===== src/rtl/uart_rx.sv =====
// 8N1 UART receiver: synchronises the serial line, samples each bit at its
// midpoint, checks the stop bit and strobes out each good byte.
module uart_rx #(
   parameter int unsigned div_ratio = 868
) (
   input  logic       clk,
   input  logic       rst,
   input  logic       rx_line,
   output logic [7:0] rx_data,
   output logic       valid,
   output logic       frame_err,
   output logic       busy
);

   localparam int unsigned CntW = $clog2(div_ratio);
   localparam logic [CntW-1:0] HalfLast = CntW'(div_ratio / 2 - 1);
   localparam logic [CntW-1:0] BitLast  = CntW'(div_ratio - 1);

   typedef enum logic [2:0] {StIdle, StStart, StData, StStop, StBreak} state_e;

   state_e          state_q, state_d;
   logic [CntW-1:0] cnt_q, cnt_d;
   logic [2:0]      bitcnt_q, bitcnt_d;
   logic [7:0]      shift_q, shift_d;
   logic [7:0]      rx_data_q, rx_data_d;
   logic            valid_q, valid_d;
   logic            frame_err_q, frame_err_d;
   logic [1:0]      sync_q;
   logic            rx_prev_q;
   logic            rx_s;
   logic            fall;

   assign rx_s = sync_q[1];
   assign fall = ~rx_s & rx_prev_q;

   // Two-flop synchroniser plus previous-sample flop for edge detection; idle is high.
   always_ff @(posedge clk or posedge rst) begin
      if (rst) begin
         sync_q    <= 2'b11;
         rx_prev_q <= 1'b1;
      end else begin
         sync_q    <= {sync_q[0], rx_line};
         rx_prev_q <= rx_s;
      end
   end

   // Receiver state, bit timing and output registers.
   always_ff @(posedge clk or posedge rst) begin
      if (rst) begin
         state_q     <= StIdle;
         cnt_q       <= '0;
         bitcnt_q    <= '0;
         shift_q     <= '0;
         rx_data_q   <= '0;
         valid_q     <= 1'b0;
         frame_err_q <= 1'b0;
      end else begin
         state_q     <= state_d;
         cnt_q       <= cnt_d;
         bitcnt_q    <= bitcnt_d;
         shift_q     <= shift_d;
         rx_data_q   <= rx_data_d;
         valid_q     <= valid_d;
         frame_err_q <= frame_err_d;
      end
   end

   // Next-state logic: every state change also clears the bit-timing counter.
   always_comb begin
      state_d     = state_q;
      cnt_d       = cnt_q + CntW'(1);
      bitcnt_d    = bitcnt_q;
      shift_d     = shift_q;
      rx_data_d   = rx_data_q;
      valid_d     = 1'b0;
      frame_err_d = 1'b0;
      busy        = 1'b1;
      case (state_q)
         StIdle: begin
            busy  = 1'b0;
            cnt_d = '0;
            if (fall) begin
               state_d = StStart;
            end
         end
         StStart: begin
            if (cnt_q == HalfLast) begin
               cnt_d = '0;
               if (!rx_s) begin
                  state_d  = StData;
                  bitcnt_d = '0;
               end else begin
                  // Line back high at the start midpoint: a glitch, drop it silently.
                  state_d = StIdle;
               end
            end
         end
         StData: begin
            if (cnt_q == BitLast) begin
               cnt_d             = '0;
               shift_d[bitcnt_q] = rx_s;
               bitcnt_d          = bitcnt_q + 3'd1;
               if (bitcnt_q == 3'd7) begin
                  state_d = StStop;
               end
            end
         end
         StStop: begin
            if (cnt_q == BitLast) begin
               cnt_d = '0;
               if (rx_s) begin
                  rx_data_d = shift_q;
                  valid_d   = 1'b1;
                  state_d   = StIdle;
               end else begin
                  frame_err_d = 1'b1;
                  state_d     = StBreak;
               end
            end
         end
         StBreak: begin
            // Wait out a held-low line so it reports only one error.
            cnt_d = '0;
            if (rx_s) begin
               state_d = StIdle;
            end
         end
         default: begin
            busy    = 1'b0;
            cnt_d   = '0;
            state_d = StIdle;
         end
      endcase
   end

   assign rx_data   = rx_data_q;
   assign valid     = valid_q;
   assign frame_err = frame_err_q;

endmodule


===== config.mk =====
export PLATFORM = sky130hd
export DESIGN_NAME = uart_rx
export DESIGN_NICKNAME = d
export VERILOG_FILES = /design/src/rtl/uart_rx.sv
export SDC_FILE = /design/constraint.sdc
export NUM_CORES = 1
export LEC_CHECK = 0
export CORE_AREA = 2 2 70 72
export DETAILED_ROUTE_END_ITERATION = 6
export DIE_AREA = 0 0 72 74
export HOLD_SLACK_MARGIN = 0.08
export PLACE_DENSITY = 0.66
export SYNTH_ARGS = -nofsm -noshare
export SYNTH_HDL_FRONTEND = slang
export SYNTH_SLANG_ARGS = --single-unit

===== constraint.sdc =====
create_clock -name clk -period 2.1 [get_ports clk]
set_input_delay 0.525 -clock clk [delete_from_list [all_inputs] [get_ports clk]]
set_output_delay 0.525 -clock clk [all_outputs]
set_load 0.05 [all_outputs]

Yosys cells after proc, flatten, opt, wreduce, memory -nomap -nowiden
Index checks and enable logic that the tools add are counted.

storage, ports and cells
  register bits after elaboration = 37
  bits of input ports = 3
  logic and storage cells = 64
  output and inout bits = 11

cells by class
  add/subtract/negate cells = 2
  reduce and logical (&&, ||, !) cells = 9
  multiplexer cells = 26
  bitwise operators = 2
  eq/ne operators = 14
  magnitude comparators = 2

operators with widths
  kind                     count
  $mux W3                  10
  $mux W10                 2
  $pmux W10 S2             1
  $pmux W3 S5              1
  $ne A2 B2 Y1 const B     7
  $add A10 B1 Y10 const B  1
  $eq A10 B10 Y1 const B   1
  $eq A10 B9 Y1 const B    1
  $bwmux W8                1
  $mux W1                  8
  $eq A3 B2 Y1 const B     2
  $eq A3 B3 Y1 const B     2
  $pmux W3 S2              1
  $reduce_and A6 Y1        1
  $lt A3 B4 Y1 const B     1
  $reduce_and A4 Y1        1
  $reduce_or A4 Y1         1
  $add A3 B1 Y3 const B    1
  $demux W1 S3             1
  $eq A3 B1 Y1 const B     1
  $ge A3 B1 Y1 const B     1
  $logic_not A3 Y1         1
  $reduce_and A3 Y1        1
  $mux W2                  1
  6 further kinds          6

Depth between registers and ports, before layout
  depth in word-level cells = 5
  mapped depth = 7
  mapped depth without buffers = 6

Worst setup path before layout
No wires, ideal clock.

  kind = reg2reg
  from = reg state_q[0]
  to = reg shift_q[4]
  buffers on the path = 2
  cell stages (with the launch flop) = 7
  data arrival time = 2.051 ns
  path slack = -0.076 ns
  clock period less this slack = 2.176 ns
  library setup time = 0.125 ns
  required time = 1.975 ns
  cell sequence = dfrtp_1 -> buf_6 -> or3b_2 -> or4_1 -> buf_2 -> nor4b_2 -> mux2_2

on the way
  cells in the longest elaborated chain, start to end = 2

RTL lines
  what                                line  source
  from (decl)                         21    state_e state_q, state_d;
  from (signal assigned)              50    state_q <= StIdle;
  from (signal assigned)              58    state_q <= state_d;
  $eq A3 B2 Y1                        78    case (state_q)
  $reduce_and A2 Y1 (no source line)  -
  to (signal assigned)                61    shift_q <= shift_d;
  to (decl)                           24    logic [7:0] shift_q, shift_d;

Every way passes these cells.
A chain may end at the register's enable or synchronous reset.

Worst setup path after layout
  from = reg state_q[0]
  to = reg shift_q[2]

The elaborated chain is that of the path after synthesis.

==> results.md <==
- GR Util met3: 3.79%
- Busiest grt layer: met2
- DRT iter0 DRCs: 27
- Crit-path max cell delay: 610 ps
- Hold Startpoint: sync_q[0]
- # DRC: 0
- Fmax: 478 MHz
- Overflow after GRT: 0
- Power Density: 829 mW/mm²
- Synth Warn #: 0
- Final setup violation count: 0
- Hold Slack: 365 ps
- Ant diodes: 0
- Largest family of logic cells by synthesized area: simple AND/OR/NAND/NOR gates
- Top delay family on crit path: simple AND/OR/NAND/NOR gates
- Via Count: 1203
- Area Growth Syn to Fin: 27.3%
- Post-route cell area: 0.00227 mm²
- Die area: 0.00533 mm²
- Layout cells sized above 1: 31.9%
- Post-synth ARST share: 100%
- Inserted Clock Buffers: 5
- RSZ-0062 raised after global routing: yes
- Crit-path cells: or3b_4 -> or4_4 -> nor4b_4 -> mux2_4
- Vias per inst: 5.03
- Worst rel slew slack: 66.2%
- Flop2flop setup slack: 6 ps
- CTS Buffer Depth: 2
- Global-route wire length before repair: 5.49 mm
- Post-synth EDFFs: 0
- Syn Area/Cell: 11.6 µm²
- Most frequent cells in the layout: dfrtp_1 (34), nor2_1 (19), buf_4 (19)
- Flip-flop and latch count after synthesis: 37
- Layout Cells excl Fill: 239
- Die W: 72 µm
- Dpl cell area: 0.00210 mm²
- Final min period: 2090 ps
- GR Util met1: 17.0%
- Leading cell type in the layout, fill and taps excluded: dfrtp_1
- Synth Area in Adders: 2.81%
- DR WL/cell: 13.3 µm
- Register area share after synthesis: 52.2%
- Die span in y: 74 µm
- Fin nets: 191
- Worst slew pin tran: 505 ps
- Syn nets: 161
- Crit end category: flip-flop
- Leakage power: 1.01 nW
- FF+latch area: 930 µm²
- Num Clock Sinks: 37
- All-Layer GR Usage: 13.4%
- Pin count of the biggest net entering global routing: 38
- Maxcap violations: 0
- Status: finished, final reports clean
- Compound-cell area share of the yosys netlist: 5.69%
- Number of unique standard cell types used by synthesis: 43
- CP startpoint: state_q[0]
- Fin. Hold Viols: 0
- Crit start category: flip-flop
- CTS Root Cell: clkbuf_8
- CTS tree: yes
- Synth Area in XOR/XNOR: 4.43%
- Detailed placement HPWL: 2.22 mm
- Period utilization: 99.7%
- CP max stage cell: or4_4
- Post-synthesis cell area: 0.00178 mm²
- Total power: 1.88 mW
- # fillers: 416
- Required time worst endpoint: 2270 ps
- Port Buf Inserts: 13
- CP bufs+invs: 0
- Crit Path Class: flip-flop to flip-flop
- Clock skew: 5.13 ps
- Met2 Use GR: 21.4%
- Multi-input logic area: 838 µm²
- Initial antenna violation count: 0
- Arr. time, crit path: 2270 ps
- GPL Wtd Cong: 0.820
- Max Slew Vio Count: 0
- Post-synthesis mux area share: 10.7%
- Placed insts: 230
- Most frequently used flop master after synthesis: dfrtp_1
- FF-to-FF Start: state_q[0]
- Clk slew on worst S/H paths: 70 ps
- Worst vdd ir: 0.572 mV
- Number of global-route vias before repair: 1190
- Crit Path Max Fanout: 5
- Worst-Skew Late Latency: 280 ps
- Simple-gate area share of the yosys netlist: 20.7%
- Initial Utilization: 38.7%
- # IOs: 14
- Core area: 0.00460 mm²
- Drt pass-1 iters: 4
- HP Class: flip-flop to flip-flop
- Cells after synthesis: 154
- FP Rows: 25
- DRT Wirelength: 3.18 mm
- Antenna-violating nets left: 0
- # H-tree levels: 2
through the flow:
stage	setup slack (ps)	util [%]	TNS [ps]
floorplan	-75.1	-	-138
global placement	0.685	45.7	0
detailed placement	-31.1	45.7	-32.9
CTS	5.91	48.5	0
global route	-40.9	49.3	-50.3
finish	6.02	49.3	0
cells in the mapped netlist, types with 2 or more instances:
master | instances | area share [%]
dfstp_2 | 3 | 4.4
buf_2 | 2 | 0.56
ha_1 | 4 | 2.8
xor2_1 | 5 | 2.5
nand2_1 | 8 | 1.7
a31o_1 | 2 | 0.98
nor4_1 | 2 | 0.70
buf_6 | 2 | 1.3
nor2_1 | 19 | 4.0
nand4b_1 | 3 | 1.5
a21oi_1 | 4 | 1.1
or3_1 | 2 | 0.70
nor4b_2 | 2 | 1.7
nor3_1 | 2 | 0.56
clkbuf_1 | 3 | 0.63
inv_1 | 2 | 0.42
mux2_2 | 16 | 10
dfrtp_1 | 34 | 48
nor2b_1 | 2 | 0.70
nand2b_1 | 3 | 1.1
xnor2_1 | 4 | 2.0
nand4_1 | 3 | 1.1
and2_1 | 2 | 0.70
buf_1 | 3 | 0.63
nand3_1 | 4 | 1.1
what timing repair did:
action | in CTS | in global routing
buffers inserted | 1 | 0
pin swaps | 5 | 1
endpoints found under the setup margin | 3 | 4
hold buffers | 0 | 0
resized for setup | 0 | 6
kinds of logic after synthesis:
group                      count (synthesis)
AOI/OAI and AO/OA                         14
xor gates and xnor gates                   9
adders and majority gates                  4
buffers and inverters                     12
DFF                                       37
muxes                                     17
and+or+nand+nor                           61
worst paths after layout:
| kind | to | cells past startpoint |
|---|---|---|
| setup / recovery | shift_q[2] | 4 |
| hold / removal | sync_q[1] | 0 |
| setup reg to reg | shift_q[2] | 4 |
| hold reg to reg | sync_q[1] | 0 |
| max in group asynchronous | sync_q[0] | 3 |
| min in group asynchronous | rx_data[0] | 3 |
state kept, by name, indices dropped and copies added (netlist names):
| signal | flops |
|---|---|
| valid | 1 |
| cnt_q | 10 |
| bitcnt_q | 3 |
| state_q | 3 |
| sync_q | 2 |
| rx_data | 8 |
| frame_err | 1 |
| rx_prev_q | 1 |
| shift_q | 8 |
worst register-to-register path: stages (launching register included):
cell and delay (ps):
dfrtp_1 380, or3b_4 410, or4_4 610, nor4b_4 270, mux2_4 320
routing by layer:
layer  wire, µm  vias to the layer above
met3         73                        2
met4         30                        0
met5          0                        -
met2       1580                       10
li1           -                      600
met1       1490                      591
cell type report:
cell class | count | share of cell area (%)
clock inverter | 2 | 1.66
timing repair buffer | 33 | 13.4
tap | 54 | 2.98
clock buffer | 6 | 3.64
multi-input combinational | 105 | 37.0
sequential | 37 | 41.0
inverter | 2 | 0.331
power breakdown:
| part | switching, mW | internal (mW) | leakage [nW] |
|---|---|---|---|
| Combinational | 0.202 | 0.191 | 0.470 |
| Sequential | 0.0569 | 0.791 | 0.486 |
| Clock | 0.252 | 0.386 | 0.0574 |
| Total | 0.512 | 1.37 | 1.01 |
Note: power is estimated with default switching activity, not from simulation.
